### src/rtl/dsp_wdata_channel.sv
// W-channel dispatcher for one AXI4 master port: buffers master W beats and
// steers each burst to the slave port queued by the AW dispatcher, in AW order.

module dsp_wdata_fifo #(
  parameter int WIDTH = 8,
  parameter int DEPTH = 4
) (
  input  logic             clk,
  input  logic             rst_n,
  input  logic             wr_en_i,
  input  logic [WIDTH-1:0] wr_data_i,
  input  logic             rd_en_i,
  output logic [WIDTH-1:0] rd_data_o,
  output logic             full_o,
  output logic             empty_o
);
  localparam int AW = $clog2(DEPTH);

  // Pointers carry one extra MSB so full and empty can be told apart.
  logic [AW:0]      wr_ptr_q, wr_ptr_d;
  logic [AW:0]      rd_ptr_q, rd_ptr_d;
  logic [WIDTH-1:0] mem_q [DEPTH];
  logic [WIDTH-1:0] mem_d [DEPTH];

  always_comb begin
    wr_ptr_d = wr_ptr_q;
    rd_ptr_d = rd_ptr_q;
    mem_d    = mem_q;
    if (wr_en_i) begin
      mem_d[wr_ptr_q[AW-1:0]] = wr_data_i;
      wr_ptr_d                = wr_ptr_q + (AW+1)'(1);
    end
    if (rd_en_i) begin
      rd_ptr_d = rd_ptr_q + (AW+1)'(1);
    end
  end

  always_ff @(posedge clk) begin
    if (!rst_n) begin
      wr_ptr_q <= '0;
      rd_ptr_q <= '0;
    end else begin
      wr_ptr_q <= wr_ptr_d;
      rd_ptr_q <= rd_ptr_d;
    end
  end

  // Storage needs no reset; the pointers define what is valid.
  always_ff @(posedge clk) begin
    mem_q <= mem_d;
  end

  assign rd_data_o = mem_q[rd_ptr_q[AW-1:0]];
  assign empty_o   = (wr_ptr_q == rd_ptr_q);
  assign full_o    = (wr_ptr_q[AW] != rd_ptr_q[AW]) &&
                     (wr_ptr_q[AW-1:0] == rd_ptr_q[AW-1:0]);

endmodule

module dsp_wdata_channel #(
  parameter int SLV_AMT        = 2,
  parameter int DATA_WIDTH     = 32,
  parameter int W_FIFO_DEPTH   = 4,
  parameter int DST_FIFO_DEPTH = 4,
  parameter int SLV_ID_W       = $clog2(SLV_AMT)
) (
  input  logic                           ACLK_i,
  input  logic                           ARESETn_i,
  input  logic [DATA_WIDTH-1:0]          m_WDATA_i,
  input  logic [DATA_WIDTH/8-1:0]        m_WSTRB_i,
  input  logic                           m_WLAST_i,
  input  logic                           m_WVALID_i,
  output logic                           m_WREADY_o,
  output logic [DATA_WIDTH*SLV_AMT-1:0]  sa_WDATA_o,
  output logic [DATA_WIDTH/8*SLV_AMT-1:0] sa_WSTRB_o,
  output logic [SLV_AMT-1:0]             sa_WLAST_o,
  output logic [SLV_AMT-1:0]             sa_WVALID_o,
  input  logic [SLV_AMT-1:0]             sa_WREADY_i,
  input  logic [SLV_ID_W-1:0]            dsp_AW_slv_id_i,
  input  logic                           dsp_AW_push_i,
  output logic                           dsp_AW_full_o,
  output logic                           dsp_W_burst_done_o
);
  localparam int STRB_W = DATA_WIDTH / 8;
  localparam int BEAT_W = DATA_WIDTH + STRB_W + 1;

  logic                  m_hs;
  logic                  s_hs;
  logic                  fire;
  logic                  dst_push;
  logic                  dst_pop;
  logic                  wfifo_full;
  logic                  wfifo_empty;
  logic                  dst_full;
  logic                  dst_empty;
  logic [BEAT_W-1:0]     w_beat_in;
  logic [BEAT_W-1:0]     w_head;
  logic [DATA_WIDTH-1:0] head_data;
  logic [STRB_W-1:0]     head_strb;
  logic                  head_last;
  logic [SLV_ID_W-1:0]   dst_head;
  logic [SLV_AMT-1:0]    sel_valid;

  assign m_WREADY_o = ~wfifo_full;
  assign m_hs       = m_WVALID_i & ~wfifo_full;
  assign w_beat_in  = {m_WLAST_i, m_WSTRB_i, m_WDATA_i};

  dsp_wdata_fifo #(
    .WIDTH (BEAT_W),
    .DEPTH (W_FIFO_DEPTH)
  ) u_w_fifo (
    .clk       (ACLK_i),
    .rst_n     (ARESETn_i),
    .wr_en_i   (m_hs),
    .wr_data_i (w_beat_in),
    .rd_en_i   (s_hs),
    .rd_data_o (w_head),
    .full_o    (wfifo_full),
    .empty_o   (wfifo_empty)
  );

  // A push into a full queue still lands when the head burst retires this cycle.
  assign dst_push = dsp_AW_push_i & (~dst_full | dst_pop);

  dsp_wdata_fifo #(
    .WIDTH (SLV_ID_W),
    .DEPTH (DST_FIFO_DEPTH)
  ) u_dst_fifo (
    .clk       (ACLK_i),
    .rst_n     (ARESETn_i),
    .wr_en_i   (dst_push),
    .wr_data_i (dsp_AW_slv_id_i),
    .rd_en_i   (dst_pop),
    .rd_data_o (dst_head),
    .full_o    (dst_full),
    .empty_o   (dst_empty)
  );

  assign {head_last, head_strb, head_data} = w_head;
  assign fire = ~wfifo_empty & ~dst_empty;

  always_comb begin
    sel_valid = '0;
    for (int k = 0; k < SLV_AMT; k++) begin
      sel_valid[k] = fire && (dst_head == SLV_ID_W'(k));
    end
  end

  assign s_hs    = |(sel_valid & sa_WREADY_i);
  assign dst_pop = s_hs & head_last;

  assign sa_WVALID_o        = sel_valid;
  assign sa_WDATA_o         = {SLV_AMT{head_data}};
  assign sa_WSTRB_o         = {SLV_AMT{head_strb}};
  assign sa_WLAST_o         = {SLV_AMT{head_last}};
  assign dsp_AW_full_o      = dst_full;
  assign dsp_W_burst_done_o = dst_pop;

endmodule

### config.mk
export PLATFORM = sky130hd
export DESIGN_NAME = dsp_wdata_channel
export DESIGN_NICKNAME = d
export VERILOG_FILES = /design/src/rtl/dsp_wdata_channel.sv
export SDC_FILE = /design/constraint.sdc
export NUM_CORES = 1
export LEC_CHECK = 0
export ABC_AREA = 1
export CAP_MARGIN = 40
export CORE_ASPECT_RATIO = 0.6
export CORE_UTILIZATION = 25
export CTS_CLUSTER_DIAMETER = 50
export DETAILED_ROUTE_END_ITERATION = 10
export HOLD_SLACK_MARGIN = 0.03
export SLEW_MARGIN = 15
export SYNTH_ARGS = -nofsm -noshare
export SYNTH_HDL_FRONTEND = slang
export SYNTH_SLANG_ARGS = --single-unit
export TNS_END_PERCENT = 10
### constraint.sdc
create_clock -name ACLK_i -period 3.18 [get_ports ACLK_i]
set_input_delay 0.477 -clock ACLK_i [delete_from_list [all_inputs] [get_ports ACLK_i]]
set_output_delay 0.477 -clock ACLK_i [all_outputs]
set_load 0.01 [all_outputs]
# Word level (Yosys, flattened, before mapping)
# Index checks and enable logic that the tools add are counted.
dict set report word_totals {
  input_bits 44
  elab_cells 62
  regBits 164
  out_inout_bits 79
}
dict set report classes {
  eq_ne 6
  mux 12
  bitwise 15
  reduce_logical 7
  order_cmp 6
  addsub 4
}
# operator n
set ops {}
lappend ops {{$bwmux W148} 1}
lappend ops {{$mux W37} 3}
lappend ops {{$bmux W37 S2} 1}
lappend ops {{$demux W37 S2} 1}
lappend ops {{$add A3 B1 Y3 const B} 4}
lappend ops {{$ge A3 B3 Y1 const B} 4}
lappend ops {{$not A2 Y3} 4}
lappend ops {{$eq A3 B3 Y1} 2}
lappend ops {{$logic_and A1 B1 Y1} 6}
lappend ops {{$lt A3 B1 Y1 const B} 2}
lappend ops {{$not A1 Y1} 5}
lappend ops {{$and A1 B1 Y1} 4}
lappend ops {{$bwmux W4} 1}
lappend ops {{$eq A2 B2 Y1} 2}
lappend ops {{$mux W1} 3}
lappend ops {{$and A2 B2 Y2} 1}
lappend ops {{$bmux W1 S2} 1}
lappend ops {{$demux W1 S2} 1}
lappend ops {{$ne A1 B1 Y1} 2}
lappend ops {{$reduce_or A2 Y1} 1}
lappend ops {{$or A1 B1 Y1} 1}

# Longest topological paths before layout
dict set report depth {
  ltp_word 11
  mapped_depth 13
  ltp_nobuf 13
}

# Cells and area by module
# Synthesis repeated with hierarchy kept, for this count alone.
dict set report hier_totals {
  hier_cells 682
  area_unflattened_um2 7248.2
}
# module n_inst seq_area_each_um2 area_each_um2 cells_each
set modules_own_cells {}
lappend modules_own_cells {{dsp_wdata_fifo (u_w_fifo)} 1 4564.4 6373.6 563}
lappend modules_own_cells {{dsp_wdata_fifo (u_dst_fifo)} 1 240.2 526.8 68}
lappend modules_own_cells {dsp_wdata_channel 1 0.0 347.8 51}

# Worst setup path before layout
# OpenSTA, ideal clock, no wires.
dict set report synth_path {
  kind {register to register}
  start {register u_w_fifo.wr_ptr_q[1]}
  end {register u_w_fifo.mem_q[0] in the netlist's numbering, enable pin}
  t_arrival_ns 2.495
  period_less_slack_ns 2.929
  t_required_ns 2.746
  slack_ns 0.251
  path_stages_with_launch 7
  path_buffers 0
  cell_sequence {dfxtp_1 inv_1 nand2_1 nand2_1 nand4_1 nand2_1 nor2_1}
}
dict set report synth_between {
  elab_chain_cells 4
}
# item line
set synth_rtl {}
lappend synth_rtl {{start: declaration} 20} ;# logic [AW:0] wr_ptr_q, wr_ptr_d;
lappend synth_rtl {{start signal: assignment} 43} ;# wr_ptr_q <= wr_ptr_d;
lappend synth_rtl {{$eq A2 B2 Y1} 56} ;# (wr_ptr_q[AW-1:0] == rd_ptr_q[AW-1:0]);
lappend synth_rtl {{$logic_and A1 B1 Y1} 55} ;# assign full_o = (wr_ptr_q[AW] != rd_ptr_q[AW]) &&
lappend synth_rtl {{$not A1 Y1} -}
lappend synth_rtl {{net m_WREADY_o} 73} ;# output logic m_WREADY_o,
lappend synth_rtl {{$and A1 B1 Y1} 105} ;# assign m_hs = m_WVALID_i & ~wfifo_full;
lappend synth_rtl {{end signal: assignment} 50} ;# mem_q <= mem_d;
lappend synth_rtl {{end: declaration} 22} ;# logic [WIDTH-1:0] mem_q [DEPTH];
# The timed path passes the listed nets, and every way through them passes these cells.
# A chain may end at the register's enable or synchronous reset.

# Final worst setup path
dict set report layout_path {
  start {register u_w_fifo.rd_ptr_q[0]}
  end {output port sa_WDATA_o[12]}
}
dict set report layout_between {
  elab_chain_cells 4
}
# item line
set layout_rtl {}
lappend layout_rtl {{start: declaration} 21} ;# logic [AW:0] rd_ptr_q, rd_ptr_d;
lappend layout_rtl {{start signal: assignment} 44} ;# rd_ptr_q <= rd_ptr_d;
lappend layout_rtl {{$not A2 Y3 (not written as such)} 53} ;# assign rd_data_o = mem_q[rd_ptr_q[AW-1:0]];
lappend layout_rtl {{$bmux W37 S2} 53}
lappend layout_rtl {{$mux W37 (not written as such) (2 in series)} 53}
lappend layout_rtl {{end: declaration} 74} ;# output logic [DATA_WIDTH*SLV_AMT-1:0] sa_WDATA_o,
# Every way passes these cells. The select of a mux whose other input is x is not followed.

==> run_results.csv <==
group,metric,value,unit
outcome,status,"finished clean",
placed_design,portBuffers,122,
setup_path,crit_path_start_kind,"register",
synthesis,ys_ff_latch,164,
setup_path,r2r-end,"u_w_fifo.mem_q[69]",
clocking,clock_latency,0.42,ns
synthesis,synth.most_common_cell,"edfxtp_1",
timing,slew_headroom,0.532,
timing,fin_skew,0.00970,ns
timing,setup_slack,0.220,ns
cells_and_area,drive_gt1_frac,0.0845,
synthesis,syn_nets,588,
min_path,worstHoldStart,"u_w_fifo.rd_ptr_q[2]",
clocking,root_buffer,"clkbuf_16",
drt,vias_per_cell,4.22,
setup_path,crit_start,"u_w_fifo.rd_ptr_q[0]",
clocking,tritoncts,"yes",
synthesis,syn_area_per_cell,12.5,µm²
cells_and_area,nets,681,
global_routing,antenna_found_initial,0,
floorplanning,die_w,213,µm
timing,tightest_slew,0.700,ns
setup_path,worstPathRequired,2.70,ns
synthesis,syn-cell-area,0.00669,mm²
synthesis,synthFlopType,"edfxtp_1",
global_routing,grt_max_degree,43,
global_routing,grt_pass1_vias,3928,
placed_design,hpwl,10400,µm
synthesis,yosysUniqueCellTypes,23,
timing,min_period,2.96,ns
timing,fmax,0.338,GHz
min_path,min_path_cells,2,
synthesis,synthArstFlopShare,0,
clocking,numCtsBuffers,17,
drt,num_vias,4185,
synthesis,ys_seq_area_frac,0.718,
floorplanning,io_pins,123,
setup_path,endpoint_kind,"primary output",
clocking,cts.path.max_buffers,2,
global_routing,globalRouteMet1Util,0.176,
synthesis,synth.largest_area_cell,"edfxtp_1",
setup_path,slowest_stage,"clkdlybuf4s50_1",
floorplanning,die-area,0.0274,mm²
clocking,post_cts_buffers,0,
synthesis,synth_top_area_frac,0.682,
flow_run,max_cap_viol_count,0,
setup_path,critical_path.max_stage_delay,0.61,ns
min_path,worstHoldEndpoint,"u_w_fifo.rd_ptr_q[2]",
drt,drc_errors,0,
floorplanning,coreArea,0.0258,mm²
drt,drt-total-wl,15800,µm
setup_path,crit_chain,"inv_2 > buf_4 > o21ai_0 > o22ai_1 > clkdlybuf4s50_1",
floorplanning,placementRows,45,
drt,dr.pass1.iters,4,
setup_path,crit_buf_inv,3,
clocking,clkTransAtPathRegs,0.06,ns
clocking,cts-htree-levels,4,
floorplanning,initial_core_util,0.259,
timing,drv_slew,0,
synthesis,synth_edf_count,152,
setup_path,ff2ff_path_depth,8,
global_routing,grtUsageTotal,0.118,
timing,finalSetupTns,0,ns
setup_path,worstPathArrival,2.48,ns
timing,setup_violations,0,
pwr,power_leakage,2.96,nW
synthesis,yosys-top-cells-area,"edfxtp_1 68%, o21ai_0 6.1%, nor2_1 4.9%",
global_routing,met3_usage,0.0369,
drt,avgRoutedWirePerCell,16.0,µm
floorplanning,die_height,129,µm
drt,drtIter0Drc,226,
timing,finalCritPeriodShare,0.931,
timing,finalHoldViolations,0,
min_path,hp-class,"reg2reg",
timing,rsz0062_at_grt,"no",
setup_path,r2r_slack,0.82,ns
setup_path,path_class,"reg2out",
pwr,power.density,729,mW/mm²
synthesis,syn_inst,534,
global_routing,grt_pass1_wl,23500,µm
global_routing,grtUsageMet2,0.164,
setup_path,path_max_fanout,25,
cells_and_area,diodes,0,
clocking,ctsResizeCount,0,
setup_path,critPathTopFamily,"buffers and inverters",
global_routing,grt.busiest_layer,"met1",
cells_and_area,area_delta_synth_final,29.1,%
drt,ant_nets,0,
synthesis,synthTopCellsByCount,"152 x edfxtp_1, 88 x nor2_1, 81 x o21ai_0, 38 x buf_4, 37 x nand2_1",
pwr,vdd_ir_drop_max,0.000408,V
placed_design,gp_congestion,0.723,
synthesis,ys_warn_count,0,
global_routing,grt_overflow,0,
clocking,clock-sinks,164,
clocking,hold_buffers,0,
setup_path,reg2reg_from,"u_w_fifo.rd_ptr_q[1]",
placed_design,place_ws,0.601,ns
layer usage:
layer,vias to the layer above,wire length [µm],share of wire
li1,2062,-,-
met5,-,0,0
met3,7,861,0.054
met4,0,75,0.0047
met1,2005,8320,0.53
met2,111,6560,0.41
tightest hold or removal path: stages (launching register included):
cell,delay (ns)
dfxtp_1,0.31
inv_1,0.08
a21oi_1,0.06
cell usage in the layout (no fill, tap or decap):
cell type	instances
edfxtp_1	152
clkdlybuf4s50_1	122
nor2_1	84
o21ai_0	81
nand2_1	37
o22ai_1	36
inv_1	23
clkbuf_16	17
buf_4	14
a21oi_1	12
ha_1	10
dfxtp_1	10
nand3_1	8
nor2_4	4
clkinv_2	4
inv_2	3
nand4_1	3
clkinvlp_4	3
clkbuf_1	3
nand2_4	2
clkinv_1	2
dfxtp_2	2
xnor2_1	1
nand3_2	1
nand2_2	1
o21ai_1	1
o22ai_2	1
bufinv_16	1
clkinv_4	1
area by class of cell:
type	instances	area, µm²
Clock inverter	11	88.8
Multi-Input combinational cell	282	1440
Fill cell	2609	17200
Clock buffer	20	437
Tap cell	352	440
Sequential cell	164	4810
Timing Repair Buffer	136	1330
Inverter	26	97.6
metrics by stage:
step            util  hold slack (ns)  cells  power, W  instance area (µm²)
3_3_place_gp   0.315            0.473    960   0.00450                 8110
5_1_grt        0.335            0.552    991   0.00662                 8640
6_report       0.335            0.503    991   0.00630                 8640
4_1_cts        0.335            0.496    991   0.00639                 8640
3_5_place_dp   0.315            0.484    960   0.00451                 8110
2_1_floorplan      -            0.443    534   0.00363                 6690
worst max path at each step:
stage                               endpoint  slack [ns]  depth (start not counted)
after CTS                     sa_WDATA_o[27]        0.14                          5
final                         sa_WDATA_o[12]        0.22                          5
after detailed placement      sa_WDATA_o[27]        0.60                          5
after floorplan            u_w_fifo.mem_q[0]        0.25                          6
after global placement    u_w_fifo.mem_q[37]        0.61                          5
after global routing          sa_WDATA_o[12]        0.02                          5
registers in the layout (all words and copies together) (netlist names):
| name | flops |
|---|---|
| u_w_fifo.mem_q | 148 |
| u_dst_fifo.mem_q | 4 |
| u_dst_fifo.rd_ptr_q | 3 |
| u_dst_fifo.wr_ptr_q | 3 |
| u_w_fifo.rd_ptr_q | 3 |
| u_w_fifo.wr_ptr_q | 3 |
cell families after synthesis:
logic type / Yosys count / share of synthesized area
DFF: 164 / 0.718
and+or+nand+nor: 140 / 0.0847
AOI/OAI and AO/OA: 131 / 0.106
adders and majority gates: 10 / 0.0187
buffers and inverters: 88 / 0.0713
xor gates and xnor gates: 1 / 0.00131
power by group:
group	switching [W]	leakage [nW]	internal, W
combinational	0.000991	1.21	0.000909
clock	0.000800	0.251	0.00106
sequential	0.0000532	1.49	0.00248
total	0.00184	2.96	0.00445
Note: power is estimated with default switching activity, not from simulation.
